**src/rtl/move_entry.sv**
```systemverilog
// Keypad move entry: debounces the held key code, turns accepted key presses
// into column/pop-mode selections, and offers a move to the game logic over a
// valid/ready handshake.
// Optional feature macro: MOVE_ENTRY_AUTO_COMMIT_EN (a column key commits the
// move immediately instead of waiting for key F).
module move_entry #(
  parameter int unsigned STABLE_CYCLES = 200000
) (
  input  logic       clk,
  input  logic       rst,
  input  logic [3:0] key_code,
  input  logic       move_ready,
  output logic       move_valid,
  output logic [2:0] move_col,
  output logic       move_pop,
  output logic       sel_valid,
  output logic [2:0] sel_col,
  output logic       pop_mode
);

  localparam int unsigned CNT_W = (STABLE_CYCLES < 2) ? 1 : $clog2(STABLE_CYCLES + 1);
  localparam logic [CNT_W-1:0] CNT_MAX = CNT_W'(STABLE_CYCLES);
  localparam logic [CNT_W-1:0] CNT_HIT = CNT_W'(STABLE_CYCLES - 1);

  localparam logic [3:0] KEY_POP    = 4'h0;
  localparam logic [3:0] KEY_CLR    = 4'hE;
  localparam logic [3:0] KEY_COMMIT = 4'hF;

  typedef enum logic [0:0] {
    IDLE  = 1'b0,
    ISSUE = 1'b1
  } state_e;

  // Debounce state
  logic [3:0]       key_q, key_d;
  logic [3:0]       key_prev_q, key_prev_d;
  logic [CNT_W-1:0] cnt_q, cnt_d;
  logic             primed_q, primed_d;
  logic [3:0]       last_q, last_d;
  logic             key_same;
  logic             key_evt;
  logic             key_is_col;
  logic [2:0]       key_col;

  // Move / selection state
  state_e     state_q, state_d;
  logic       move_valid_q, move_valid_d;
  logic [2:0] move_col_q, move_col_d;
  logic       move_pop_q, move_pop_d;
  logic       sel_valid_q, sel_valid_d;
  logic [2:0] sel_col_q, sel_col_d;
  logic       pop_mode_q, pop_mode_d;

  assign key_same   = (key_q == key_prev_q);
  assign key_is_col = (key_q >= 4'h1) && (key_q <= 4'h7);
  assign key_col    = 3'(key_q - 4'h1);

  // Stability counter, priming and single-cycle key event generation
  always_comb begin
    key_d      = key_code;
    key_prev_d = key_q;
    cnt_d      = cnt_q;
    primed_d   = primed_q;
    last_d     = last_q;
    key_evt    = 1'b0;

    if (!key_same) begin
      cnt_d = '0;
    end else if (cnt_q != CNT_MAX) begin
      cnt_d = cnt_q + CNT_W'(1);
    end

    // The code has just become stable: the first one after reset only primes.
    if (key_same && (cnt_q == CNT_HIT)) begin
      if (!primed_q) begin
        primed_d = 1'b1;
        last_d   = key_q;
      end else if (key_q != last_q) begin
        key_evt = 1'b1;
        last_d  = key_q;
      end
    end
  end

  // Next-state and registered-output logic of the entry FSM
  always_comb begin
    state_d      = state_q;
    move_valid_d = move_valid_q;
    move_col_d   = move_col_q;
    move_pop_d   = move_pop_q;
    sel_valid_d  = sel_valid_q;
    sel_col_d    = sel_col_q;
    pop_mode_d   = pop_mode_q;

    case (state_q)
      IDLE: begin
        if (key_evt) begin
          if (key_is_col) begin
            sel_col_d   = key_col;
            sel_valid_d = 1'b1;
`ifdef MOVE_ENTRY_AUTO_COMMIT_EN
            move_col_d   = key_col;
            move_pop_d   = pop_mode_q;
            move_valid_d = 1'b1;
            state_d      = ISSUE;
`endif
          end else if (key_q == KEY_POP) begin
            pop_mode_d = ~pop_mode_q;
          end else if (key_q == KEY_CLR) begin
            sel_valid_d = 1'b0;
            pop_mode_d  = 1'b0;
          end else if (key_q == KEY_COMMIT) begin
`ifndef MOVE_ENTRY_AUTO_COMMIT_EN
            if (sel_valid_q) begin
              move_col_d   = sel_col_q;
              move_pop_d   = pop_mode_q;
              move_valid_d = 1'b1;
              state_d      = ISSUE;
            end
`endif
          end
        end
      end
      ISSUE: begin
        // Key events here only refresh the last accepted code.
        if (move_valid_q && move_ready) begin
          state_d      = IDLE;
          move_valid_d = 1'b0;
          move_col_d   = 3'd0;
          move_pop_d   = 1'b0;
          sel_valid_d  = 1'b0;
          pop_mode_d   = 1'b0;
        end
      end
      default: begin
        state_d      = IDLE;
        move_valid_d = 1'b0;
      end
    endcase
  end

  // State registers with synchronous reset
  always_ff @(posedge clk) begin
    if (rst) begin
      key_q        <= 4'h0;
      key_prev_q   <= 4'h0;
      cnt_q        <= '0;
      primed_q     <= 1'b0;
      last_q       <= 4'h0;
      state_q      <= IDLE;
      move_valid_q <= 1'b0;
      move_col_q   <= 3'd0;
      move_pop_q   <= 1'b0;
      sel_valid_q  <= 1'b0;
      sel_col_q    <= 3'd0;
      pop_mode_q   <= 1'b0;
    end else begin
      key_q        <= key_d;
      key_prev_q   <= key_prev_d;
      cnt_q        <= cnt_d;
      primed_q     <= primed_d;
      last_q       <= last_d;
      state_q      <= state_d;
      move_valid_q <= move_valid_d;
      move_col_q   <= move_col_d;
      move_pop_q   <= move_pop_d;
      sel_valid_q  <= sel_valid_d;
      sel_col_q    <= sel_col_d;
      pop_mode_q   <= pop_mode_d;
    end
  end

  assign move_valid = move_valid_q;
  assign move_col   = move_col_q;
  assign move_pop   = move_pop_q;
  assign sel_valid  = sel_valid_q;
  assign sel_col    = sel_col_q;
  assign pop_mode   = pop_mode_q;

endmodule

```
**config.mk**
```make
export PLATFORM = sky130hd
export DESIGN_NAME = move_entry
export DESIGN_NICKNAME = d
export VERILOG_FILES = /design/src/rtl/move_entry.sv
export SDC_FILE = /design/constraint.sdc
export NUM_CORES = 1
export LEC_CHECK = 0
export BUFFER_PORTS_ARGS = -buffer_cell sky130_fd_sc_hd__buf_4
export CORE_MARGIN = 2
export CORE_UTILIZATION = 40
export CTS_CLUSTER_SIZE = 25
export DETAILED_ROUTE_END_ITERATION = 16
export SETUP_SLACK_MARGIN = 0.05
export SLEW_MARGIN = 20
export SYNTH_ARGS = -nofsm -noshare
export SYNTH_HDL_FRONTEND = slang
export SYNTH_SLANG_ARGS = --single-unit
```
**constraint.sdc**
```tcl
create_clock -name clk -period 4.2 [get_ports clk]
set_input_delay 0 -clock clk [delete_from_list [all_inputs] [get_ports clk]]
set_output_delay 0 -clock clk [all_outputs]
set_load 0.005 [all_outputs]
```
==> results.sh <==
export IMPL_cts_tree="done"
export IMPL_dp_cells=291
export IMPL_fp_dieW_um=74.0
export IMPL_crit_required_ps=4410
export IMPL_drc=0
export IMPL_synth_edff_count=0
export IMPL_ys_warn_count=0
export IMPL_grt_pass1_wl_mm=6.27
export IMPL_tns_ps=0
export IMPL_worst_slew_pin_slew_ps=774
export IMPL_grt_total_usage_pct=14.9
export IMPL_vias_per_cell=4.76
export IMPL_slew_headroom_pct=47.7
export IMPL_async_flop_share_pct=0
export IMPL_p_per_area_mw_per_mm2=335
export IMPL_cts_root_buffer="clkbuf_8"
export IMPL_run_status="completed"
export IMPL_grt_max_degree=21
export IMPL_end_kind="flip-flop"
export IMPL_finalCritPeriodShare_pct=52.0
export IMPL_syn_avg_cell_area_um2=9.08
export IMPL_antenna_found_initial=0
export IMPL_rsz0062_at_grt="false"
export IMPL_cap_violations=0
export IMPL_syn_nets=230
export IMPL_synth_top_area_share_pct=42.9
export IMPL_firstDrtPassIters=4
export IMPL_grt_pass1_vias=1378
export IMPL_syn_inst=216
export IMPL_htreeDepth=2
export IMPL_drt_iter0_drc=84
export IMPL_place_area_mm2=0.00211
export IMPL_die_area_mm2=0.00548
export IMPL_critical_path_class="flip-flop to flip-flop"
export IMPL_leakagePower_uw=0.000831
export IMPL_synthTopCellsByArea="dfxtp_1 (43%), xor2_1 (7.6%), nor2_1 (5.9%)"
export IMPL_fmax_ghz=0.458
export IMPL_final_setup_viol_count=0
export IMPL_final_max_slew_viol_count=0
export IMPL_final_instance_count_excl_fill=304
export IMPL_cts_clk_slew_worst_paths_ps=70
export IMPL_cts_sinks=42
export IMPL_boundaryPins=17
export IMPL_critPathArrivalTime_ps=2390
export IMPL_synth_seq_cells=42
export IMPL_postCtsHoldBufs=5
export IMPL_ys_seq_area_share_pct=42.9
export IMPL_wl_per_cell_um=11.3
export IMPL_grt_overflow_total=0
export IMPL_cts_setup_buffers=0
export IMPL_skew_ps=8.48
export IMPL_num_antenna_cells=0
export IMPL_critPathLaunchType="flip-flop"
export IMPL_clockBufferDepth=2
export IMPL_fin_area_mm2=0.00227
export IMPL_place_gp_congestion=0.776
export IMPL_vdd_drop_max_mv=0.114
export IMPL_post_dp_hpwl_mm=2.44
export IMPL_vias=1446
export IMPL_clk_latency_ps=300
export IMPL_rows=25
export IMPL_die_h_um=74.0
export IMPL_drive_gt1_share_pct=13.9
export IMPL_ctsResizeCount=0
export IMPL_hold_viol_final=0
export IMPL_detail_route_antenna_nets=0
export IMPL_core_mm2=0.00472
export IMPL_synth_top_cell_by_area="dfxtp_1"
export IMPL_start_util_pct=41.5
export IMPL_drt_wl_total_mm=3.43
export IMPL_syn_to_final_growth_pct=15.6
export IMPL_fin_crit_ps=2180
export IMPL_synthFlopType="dfxtp_1"
export IMPL_syn_area_mm2=0.00196
export IMPL_cts_buffers=5
export IMPL_port_buffers=16
export IMPL_hp_class="input pin to flip-flop"
export IMPL_yosysUniqueCellTypes=36
export IMPL_nFillCells=455
export IMPL_fin_nets=250
export IMPL_path_max_fanout=8
worst paths after layout:
| kind | start | end | slack [ps] | cells past startpoint |
|---|---|---|---|---|
| worst max register to register | key_prev_d[2]$_SDFF_PP0_ | sel_col[1]$_SDFFE_PP0P_ | 2020 | 5 |
| worst min register to register | primed_q$_SDFFE_PP0P_ | primed_q$_SDFFE_PP0P_ | 460 | 2 |
| worst max-delay path | key_prev_d[2]$_SDFF_PP0_ | sel_col[1]$_SDFFE_PP0P_ | 2020 | 5 |
| worst min-delay path | rst | key_prev_q[1]$_SDFF_PP0_ | 20 | 2 |
registers in the layout, summed over array words and instances, names as in the netlist:
name        count
move_pop        1
pop_mode        1
key_prev_d      4
sel_valid       1
sel_col         3
last_q          4
primed_q        1
state_q         1
cnt_q          18
move_valid      1
move_col        3
key_prev_q      4
cell usage after synthesis (all sizes together) (2+ instances only):
master  instances
dfxtp          42
nor2b           7
o21ai           2
a21oi           4
nor3            6
xor2           17
xnor2           8
nand4           5
and4            2
or2             2
o211ai          2
nor3b           2
inv             8
buf             4
or4             2
nor2           31
ha              7
nand2b          2
nand3          10
a31oi           3
nand2          23
mux2i          10
clkbuf          4
or3b            2
nor4            5
and3            2
where the power goes:
| part | switching, µW | internal, µW | leakage [µW] |
|---|---|---|---|
| sequential | 5.92 | 402 | 0.000340 |
| combinational | 21.4 | 16.9 | 0.000439 |
| clock | 136 | 178 | 0.0000524 |
worst max-delay path, stage by stage, from the launching register on:
cell     delay [ps]
dfxtp_1         510
xor2_1          130
o41ai_1         720
nor2_1          300
and4_1          290
nor3_1          150
layout by cell type, fill, tap and decap left out, types with 2 or more instances in the layout:
cell type / Yosys / layout
o21ai_0: 2 / 2
dfxtp_1: 42 / 42
a31oi_1: 3 / 3
or3b_2: 2 / 2
nand4_1: 5 / 5
inv_1: 8 / 8
dlygate4sd3_1: 0 / 5
nor3_1: 6 / 6
nand2b_1: 2 / 2
mux2i_1: 10 / 10
ha_1: 7 / 7
and3_2: 2 / 2
nor2b_1: 7 / 7
nand3_1: 8 / 8
or2_2: 2 / 2
clkbuf_8: 0 / 5
buf_4: 0 / 16
xor2_1: 17 / 17
nor3b_1: 2 / 2
o211ai_1: 2 / 2
clkbuf_1: 4 / 2
xnor2_1: 8 / 8
nand2_1: 23 / 23
nor2_1: 31 / 31
nor4_1: 4 / 4
a21oi_1: 4 / 4
cell type report:
cell class              instances  area [µm²]  area share, %
flip-flops and latches         42         841           37.1
inverters                       8        30.0           1.32
multi-input cells             158        1040           45.7
repair buffers                 21         170           7.50
clock buffers                   7        76.3           3.36
clock inverters                 1        30.0           1.32
well taps                      67        83.8           3.70
metal layers:
metal / vias up / track usage, % / routed length, µm
li1: 762 / - / -
met1: 657 / 20.2 / 1830
met2: 21 / 21.9 / 1410
met3: 6 / 4.88 / 130
met4: 0 / 6.06 / 60
met5: - / 0 / 0
stage by stage:
stage	hold slack, ps	power (µW)	utilization [%]	worst slack, ps
after floorplan	128	443	-	2270
after global placement	210	453	44.7	2030
after detailed placement	215	453	44.7	2070
after CTS	19.8	770	48.0	2040
after global routing	40.9	788	48.0	1780
final	23.4	760	48.0	2020
cells by family (layout without fill, tap and decap cells):
kind of cell | after synthesis | in the layout | share of synthesized area [%]
AOI/OAI and AO/OA | 14 | 14 | 4.53
xor gates and xnor gates | 25 | 25 | 11.2
adders and majority gates | 7 | 7 | 4.46
buffers and inverters | 16 | 37 | 4.27
DFF | 42 | 42 | 42.9
muxes | 10 | 10 | 5.10
and+or+nand+nor | 102 | 102 | 27.6
(Power assumes the default switching activity.)
